## src/rtl/cv32e40x_pkg.sv

```systemverilog
// cv32e40x_pkg: shared types for the cv32e40x EX-stage units.
//   div_opcode_e : operator selected by the M decoder for the divider
//   div_state_e  : control states of the iterative divider
package cv32e40x_pkg;

  typedef enum logic [1:0] {
    DIV_DIV  = 2'b00,
    DIV_DIVU = 2'b01,
    DIV_REM  = 2'b10,
    DIV_REMU = 2'b11
  } div_opcode_e;

  typedef enum logic [1:0] {
    IDLE   = 2'b00,
    DIVIDE = 2'b01,
    FINISH = 2'b10
  } div_state_e;

endpackage

```

## src/rtl/cv32e40x_div_iter.sv

```systemverilog
// cv32e40x_div_iter: iterative restoring divider for RV32M div/divu/rem/remu.
// One quotient bit per cycle on operand magnitudes, sign fixed up on output.
// Ports:
//   clk, rst_n             core clock, async active-low reset
//   valid_i / ready_o      request handshake (ready_o high only in IDLE)
//   operator_i             DIV_DIV / DIV_DIVU / DIV_REM / DIV_REMU
//   op_a_i / op_b_i        divisor (rs2) / dividend (rs1)
//   kill_i                 abort anything in flight, back to IDLE
//   valid_o / ready_i      result handshake toward writeback
//   result_o               quotient or remainder, 0 while valid_o is low
module cv32e40x_div_iter
  import cv32e40x_pkg::*;
(
  input  logic        clk,
  input  logic        rst_n,
  input  logic        valid_i,
  output logic        ready_o,
  input  div_opcode_e operator_i,
  input  logic [31:0] op_a_i,
  input  logic [31:0] op_b_i,
  input  logic        kill_i,
  output logic        valid_o,
  input  logic        ready_i,
  output logic [31:0] result_o
);

  function automatic logic [31:0] neg32(input logic [31:0] x);
    return ~x + 32'd1;
  endfunction

  function automatic logic [31:0] abs32(input logic [31:0] x, input logic sgn);
    return (sgn && x[31]) ? neg32(x) : x;
  endfunction

  div_state_e  state_q, state_d;
  div_opcode_e op_q;
  logic [4:0]  cnt_q;
  logic [31:0] dvd_q;   // dividend magnitude, quotient bits shift in at the LSB
  logic [31:0] dvs_q;   // divisor magnitude
  logic [31:0] rem_q;   // partial remainder
  logic        q_neg_q, r_neg_q;

  logic        signed_op, accept;
  logic [32:0] rem_shift, rem_sub;
  logic        take;
  logic        is_div;
  logic [31:0] q_fix, r_fix;

  assign signed_op = (operator_i == DIV_DIV) || (operator_i == DIV_REM);
  assign ready_o   = (state_q == IDLE);
  assign valid_o   = (state_q == FINISH);
  assign accept    = valid_i && ready_o && !kill_i;

  // Partial remainder can need 33 bits before the compare, so keep the carry.
  assign rem_shift = {rem_q, dvd_q[31]};
  assign rem_sub   = rem_shift - {1'b0, dvs_q};
  assign take      = (rem_shift >= {1'b0, dvs_q});

  assign is_div   = (op_q == DIV_DIV) || (op_q == DIV_DIVU);
  assign q_fix    = q_neg_q ? neg32(dvd_q) : dvd_q;
  assign r_fix    = r_neg_q ? neg32(rem_q) : rem_q;
  assign result_o = valid_o ? (is_div ? q_fix : r_fix) : 32'd0;

  always_ff @(posedge clk or negedge rst_n) begin
    if (!rst_n) state_q <= IDLE;
    else        state_q <= state_d;
  end

  always_comb begin
    state_d = state_q;
    unique case (state_q)
      IDLE:    if (valid_i) state_d = (op_a_i == 32'd0) ? FINISH : DIVIDE;
      DIVIDE:  if (cnt_q == 5'd0) state_d = FINISH;
      FINISH:  if (ready_i) state_d = IDLE;
      default: state_d = IDLE;
    endcase
    if (kill_i) state_d = IDLE;
  end

  always_ff @(posedge clk or negedge rst_n) begin
    if (!rst_n) begin
      op_q    <= DIV_DIV;
      cnt_q   <= 5'd0;
      dvd_q   <= 32'd0;
      dvs_q   <= 32'd0;
      rem_q   <= 32'd0;
      q_neg_q <= 1'b0;
      r_neg_q <= 1'b0;
    end else if (accept) begin
      op_q  <= operator_i;
      dvs_q <= abs32(op_a_i, signed_op);
      if (op_a_i == 32'd0) begin
        // x/0: quotient all-ones, remainder is the raw dividend; no sign fix-up
        dvd_q   <= 32'hFFFF_FFFF;
        rem_q   <= op_b_i;
        q_neg_q <= 1'b0;
        r_neg_q <= 1'b0;
        cnt_q   <= 5'd0;
      end else begin
        dvd_q   <= abs32(op_b_i, signed_op);
        rem_q   <= 32'd0;
        q_neg_q <= signed_op && (op_a_i[31] ^ op_b_i[31]);
        r_neg_q <= signed_op && op_b_i[31];
        cnt_q   <= 5'd31;
      end
    end else if (state_q == DIVIDE && !kill_i) begin
      rem_q <= take ? rem_sub[31:0] : rem_shift[31:0];
      dvd_q <= {dvd_q[30:0], take};
      if (cnt_q != 5'd0) cnt_q <= cnt_q - 5'd1;
    end
  end

endmodule

```

## config.mk

```make
export PLATFORM = sky130hd
export DESIGN_NAME = cv32e40x_div_iter
export DESIGN_NICKNAME = d
export VERILOG_FILES = /design/src/rtl/cv32e40x_pkg.sv /design/src/rtl/cv32e40x_div_iter.sv
export SDC_FILE = /design/constraint.sdc
export NUM_CORES = 1
export LEC_CHECK = 0
export CORE_MARGIN = 8
export CORE_UTILIZATION = 50
export CTS_BUF_LIST = sky130_fd_sc_hd__clkbuf_4 sky130_fd_sc_hd__clkbuf_8 sky130_fd_sc_hd__clkbuf_16
export DETAILED_ROUTE_END_ITERATION = 16
export DONT_BUFFER_PORTS = 1
export GPL_TIMING_DRIVEN = 0
export PLACE_DENSITY = 0.73
export SYNTH_ARGS = -nofsm -noshare
export SYNTH_HDL_FRONTEND = slang
export SYNTH_SLANG_ARGS = --single-unit
```

## constraint.sdc

```tcl
create_clock -name clk -period 8.58 [get_ports clk]
set_clock_uncertainty 0.05 [all_clocks]
set_input_delay 2.574 -clock clk [delete_from_list [all_inputs] [get_ports clk]]
set_output_delay 2.574 -clock clk [all_outputs]
set_load 0.005 [all_outputs]
```

# Yosys cells after proc, flatten, opt, wreduce, memory -nomap -nowiden
# Index checks and enable logic that the tools add are counted.
[op_classes]
addsub = 6
n_mul = 0
div = 0
magnitude_cmp = 1
n_eq_ne = 7
shifts = 0
muxes = 25
n_bitwise = 5
reduce_logical = 19
[ops]
columns = ["operator", "n"]
rows = [
  ["32-bit 2-to-1 mux", 13],
  ["32-bit by 1-bit adder with 32-bit output (second input constant)", 4],
  ["32-bit inverter", 4],
  ["33-bit by 32-bit greater-or-equal comparator with 1-bit output", 1],
  ["32-bit logical NOT", 1],
  ["32-bit subtractor", 1],
  ["5-bit 2-to-1 mux", 4],
  ["2-bit 2-to-1 mux", 5],
  ["1-bit logical AND", 6],
  ["2-bit logical NOT", 3],
  ["3-bit by 2-bit != test with 1-bit output (second input constant)", 2],
  ["2-bit case mux with 3 select lines", 1],
  ["5-bit logical NOT", 1],
  ["5-bit nonzero test", 1],
  ["5-bit by 1-bit subtractor with 5-bit output (second input constant)", 1],
  ["2-bit by 1-bit == test with 1-bit output (second input constant)", 2],
  ["2-bit == test (second input constant)", 2],
  ["2-bit nonzero test", 2],
  ["3-bit != test (second input constant)", 1],
  ["3-bit AND reduction", 1],
  ["1-bit logical OR", 2],
  ["1-bit 2-to-1 mux", 2],
  ["2-bit AND reduction", 1],
  ["1-bit logical NOT", 1],
  ["1-bit bitwise XOR", 1],
]
[totals]
regBits = 107
latchBits = 0
ram_bits = 0
mem_bits_ro = 0
in_bits = 71
output_inout_bits = 34
elab_cells = 71
n_memories = 0

# Longest topological paths before layout
[logic_depth]
word_depth = 6
mapped_depth = 13
depth_no_buf = 11

# Worst setup path after synthesis
# No wires, ideal clock.
[synth_timing]
path_type = "register to output"
startpoint = "register rem_q[12]"
endpoint = "output result_o[28]"
t_arrival_ns = 2.502
t_required_ns = 5.956
setup_slack_ns = 3.454
stages_incl_launch_ff = 9
path_buffers = 1
path_cell_list = "dfrtp_1 > or3_1 > or3_1 > or2_1 > clkbuf_1 > or4_4 > o31ai_2 > xor2_1 > a21oi_1"
[synth_between]
elab_chain_len = 5
[synth_lines]
columns = ["item", "line", "source"]
rows = [
  ["start, declared", "cv32e40x_div_iter.sv:40", "logic [31:0] rem_q;"],
  ["start signal, assigned", "cv32e40x_div_iter.sv:95", "rem_q <= op_b_i;"],
  ["start signal, assigned", "cv32e40x_div_iter.sv:107", "rem_q <= take ? rem_sub[31:0] : rem_shift[31:0];"],
  ["32-bit inverter", "cv32e40x_div_iter.sv:28", "return ~x + 32'd1;"],
  ["32-bit by 1-bit adder with 32-bit output", "cv32e40x_div_iter.sv:28", ""],
  ["32-bit 2-to-1 mux", "cv32e40x_div_iter.sv:61", "assign r_fix = r_neg_q ? neg32(rem_q) : rem_q;"],
  ["32-bit 2-to-1 mux (2 in a row)", "cv32e40x_div_iter.sv:62", "assign result_o = valid_o ? (is_div ? q_fix : r_fix) : 32'd0;"],
  ["end, declared", "cv32e40x_div_iter.sv:24", "output logic [31:0] result_o"],
]
# Every way passes these cells.

# Final worst setup path
[layout_timing]
startpoint = "register rem_q[0]"
endpoint = "output result_o[28]"
# The elaborated chain is that of the path after synthesis.

==> tab_implementation.tex <==
\begin{tabular}{lr}
\hline
Metric & Value \\
\hline
\multicolumn{2}{l}{\textbf{Clock tree}} \\
Post-CTS sizing & 0 \\
Clock input transition at the sequential cells of the worst setup and hold paths & 0.07 ns \\
Sink Count & 106 \\
Root buffer cell & clkbuf\_16 \\
Postcts setup bufs & 0 \\
Max Root-Sink Buffers & 2 \\
TritonCTS clock tree & done \\
Number of buffers created by CTS & 9 \\
CTS HTree Levels & 3 \\
Hold-fix buffers, CTS & 0 \\
Latest clock arrival within the worst-skew pair & around 0.37 ns \\
\multicolumn{2}{l}{\textbf{Synthesis}} \\
Fraction of the yosys area taken by sequential cells & 0.269 \\
Dominant register cell in the synthesized netlist & dfrtp\_1 \\
Number of synthesized register bits & 106 \\
Most instantiated library cell after synthesis & nand2\_1 \\
Post-synthesis cell type with the largest combined area & dfrtp\_1 \\
Synthesized netlist cell count & 1291 \\
Number of distinct library cells after synthesis & 77 \\
Most frequent cells after synthesis & nand2\_1 (165), nor2\_1 (119), dfrtp\_1 (106) \\
Synthesis warning total & 0 \\
Count of flip-flops with a built-in enable after synthesis & 0 \\
Mean Syn Cell Area & between 7 and 8 µm² \\
Synth Cell Area & 0.00984 mm² \\
Ys async rst share & 1.00 \\
Yosys top cell area share & 0.269 \\
Total nets after synthesis & 1401 \\
Synth top area cells & dfrtp\_1 (27\%), xnor2\_1 (6.8\%), xor2\_1 (6.3\%), nand2\_1 (6.3\%), ha\_1 (4.8\%) \\
\multicolumn{2}{l}{\textbf{Routing}} \\
Post-DR wirelength/cell & approximately 21 µm \\
Iteration count of the initial detailed-routing pass & 5 \\
DR DRC count & 0 \\
Initial DRC Count & between 1k and 1.5k \\
Number of vias after detailed routing & 9887 \\
Total Routed Length & 33100 µm \\
ANT nets after route & 0 \\
Detailed-route vias per instance & between 6 and 7 \\
\multicolumn{2}{l}{\textbf{Cells and area}} \\
Antenna Diode Count & 0 \\
Utilization after layout & 0.542 \\
Post-route standard cell area excluding fillers & 0.0105 mm² \\
Number of fill cells in the layout & between 1.5k and 2k \\
Layout area overhead & 6.75\% \\
Area of combinational cells with multiple inputs & 0.00664 mm² \\
Storage cell area & 0.00265 mm² \\
Fraction of final layout cells with drive strength greater than 1 & 0.0413 \\
Number of nets in the final layout & about 1.4k \\
\multicolumn{2}{l}{\textbf{Status}} \\
Result of the run & completed \\
\multicolumn{2}{l}{\textbf{Global routing}} \\
First-pass GRT wire length & 52200 µm \\
Number of global-route vias before repair & between 9k and 10k \\
Overall track demand over capacity in global routing & 0.271 \\
Number of antenna violations at the first check in global routing & 0 \\
Leftover overflow at the end of global routing & 0 \\
Pin count of the biggest net entering global routing & roughly 110 \\
\multicolumn{2}{l}{\textbf{Floorplanning}} \\
Area enclosed by the die boundary & approximately 0.024 mm² \\
Core region area & 0.0194 mm² \\
Boundary pin count & between 100 and 150 \\
Floorplan row count & 51 \\
Vertical extent of the die & 156 µm \\
Initial cell density of the core & 0.507 \\
Die span in x & 156 µm \\
\multicolumn{2}{l}{\textbf{STA}} \\
Number of setup violations in the final report & 0 \\
Share of the clock period used by the worst path after layout & 0.704 \\
Aggregate negative setup slack & 0 ns \\
Final critical path time including I/O delays and setup & 6.04 ns \\
Slew @ Worst Pin & around 0.8 ns \\
Final hold violation count & 0 \\
Smallest setup slack after layout & 2.54 ns \\
Setup repair after global routing missed its margin & false \\
Max frequency & 166 MHz \\
Final Hold Slack & approximately 0.43 ns \\
Max transition margin & 0.451 \\
Final Max Slew Viols & 0 \\
\multicolumn{2}{l}{\textbf{Setup path}} \\
Setup Crit Path Kind & reg -> out \\
Worst reg2reg path startpoint & rem\_q[26] \\
End point of the critical path & result\_o[28] \\
Crit Reg-Reg Endpoint & rem\_q[19] \\
Maximum fanout along the worst path & 6 \\
Endpoint kind of the worst setup timing path & output port \\
Reg-to-reg slack, setup & 4.80 ns \\
CP required & 5.96 ns \\
Logic depth of the worst register-to-register path & 10 \\
Crit path from & rem\_q[0] \\
Launching element type of the critical path & flop \\
Data arrival time of the critical path & 3.41 ns \\
\multicolumn{2}{l}{\textbf{Placed design}} \\
Instance area after placement & 0.0102 mm² \\
Setup slack after placement & 3.00 ns \\
Placed wire-length estimate after detailed placement & between 20000 and 30000 µm \\
IO Port Bufs & 0 \\
Routability Congestion & 0.961 \\
\multicolumn{2}{l}{\textbf{Worst hold path}} \\
Hold Startpoint & dvs\_q[22] \\
Tightest Hold Check Type & reg -> reg \\
\multicolumn{2}{l}{\textbf{Job}} \\
Max cap viols & 0 \\
\multicolumn{2}{l}{\textbf{Pwr}} \\
PwrDens & 354 mW/mm² \\
Maximum resistive drop on vdd & 0.151 mV \\
LEAKAGE & 4.18 nW \\
\hline
\end{tabular}
-- kinds of logic (layout without fill, tap and decap cells) --
logic type / after synthesis / in the layout / synth area share
AOI/OAI and AO/OA: 392 / 392 / 0.261
xor gates and xnor gates: 147 / 147 / 0.131
adders and majority gates: 39 / 39 / 0.0503
buffers and inverters: 137 / 154 / 0.0562
DFF: 106 / 106 / 0.269
muxes: 2 / 2 / 0.00203
and+or+nand+nor: 468 / 468 / 0.230
-- critical path, cell delays in order, from the launching register on --
cell and delay, ns:
dfrtp_1 0.48, inv_1 0.19, ha_1 0.22, nor2b_1 0.25, nand4_1 0.23, or2_1 0.29
clkbuf_1 0.17, or4_4 0.59, o31ai_2 0.23, xor2_1 0.12, a21oi_1 0.26
-- report_power, final --
| group | internal [mW] | total (mW) | switching (mW) |
|---|---|---|---|
| clock | 0.263 | 0.469 | 0.206 |
| combinational | 0.895 | 2.23 | 1.34 |
| sequential | 0.695 | 1.02 | 0.323 |
-- how the worst min path moves through the flow --
stage | cells past startpoint | end | slack (ns)
detailed placement | 2 | dvs_q[25] | 0.42
finish | 2 | dvs_q[22] | 0.43
global placement | 2 | dvs_q[22] | 0.41
floorplan | 2 | dvs_q[10] | 0.40
CTS | 2 | dvs_q[25] | 0.44
global route | 2 | dvs_q[29] | 0.47
-- area by class of cell --
cell class / count / area share
clock buffers: 11 / 0.0229
inverters: 59 / 0.0211
repair buffers: 1 / 0.000714
plain buffers: 78 / 0.0316
flip-flops and latches: 106 / 0.252
well taps: 265 / 0.0316
clock inverters: 5 / 0.00750
multi-input cells: 1048 / 0.632
-- routing by layer --
layer | GRT usage | routed length (µm)
met5 | 0.00216 | 0
met4 | 0.115 | 1210
met3 | 0.0433 | 2970
met2 | 0.433 | 15000
met1 | 0.358 | 14000
-- sequential cells by signal (all words and copies together), names as in the netlist --
| signal | cells |
|---|---|
| cnt_q | 5 |
| dvd_q | 32 |
| dvs_q | 32 |
| op_q | 1 |
| q_neg_q | 1 |
| r_neg_q | 1 |
| rem_q | 32 |
| state_q | 2 |
-- stage by stage --
stage | std cells | total power, mW
3_3_place_gp | 1556 | 3.15
5_1_grt | 1573 | 4.01
2_1_floorplan | 1291 | 2.62
3_5_place_dp | 1557 | 3.19
6_report | 1573 | 3.72
4_1_cts | 1573 | 3.66
-- placed cells by master (no fill, tap or decap), drive strengths merged, types with 13 or more instances in the layout --
cell and n:
nand2 166, nor2 121, dfrtp 106, a21oi 94, o21ai 89, xnor2 76, xor2 71, clkbuf 71
inv 59, nor3 39, ha 38, nand3 35, a31oi 34, o31ai 31, a211oi 31, a221oi 23
buf 19, o41ai 16, or4 16, a21o 14, or3 14, nand2b 13
Power figures use the tool's default switching activity.
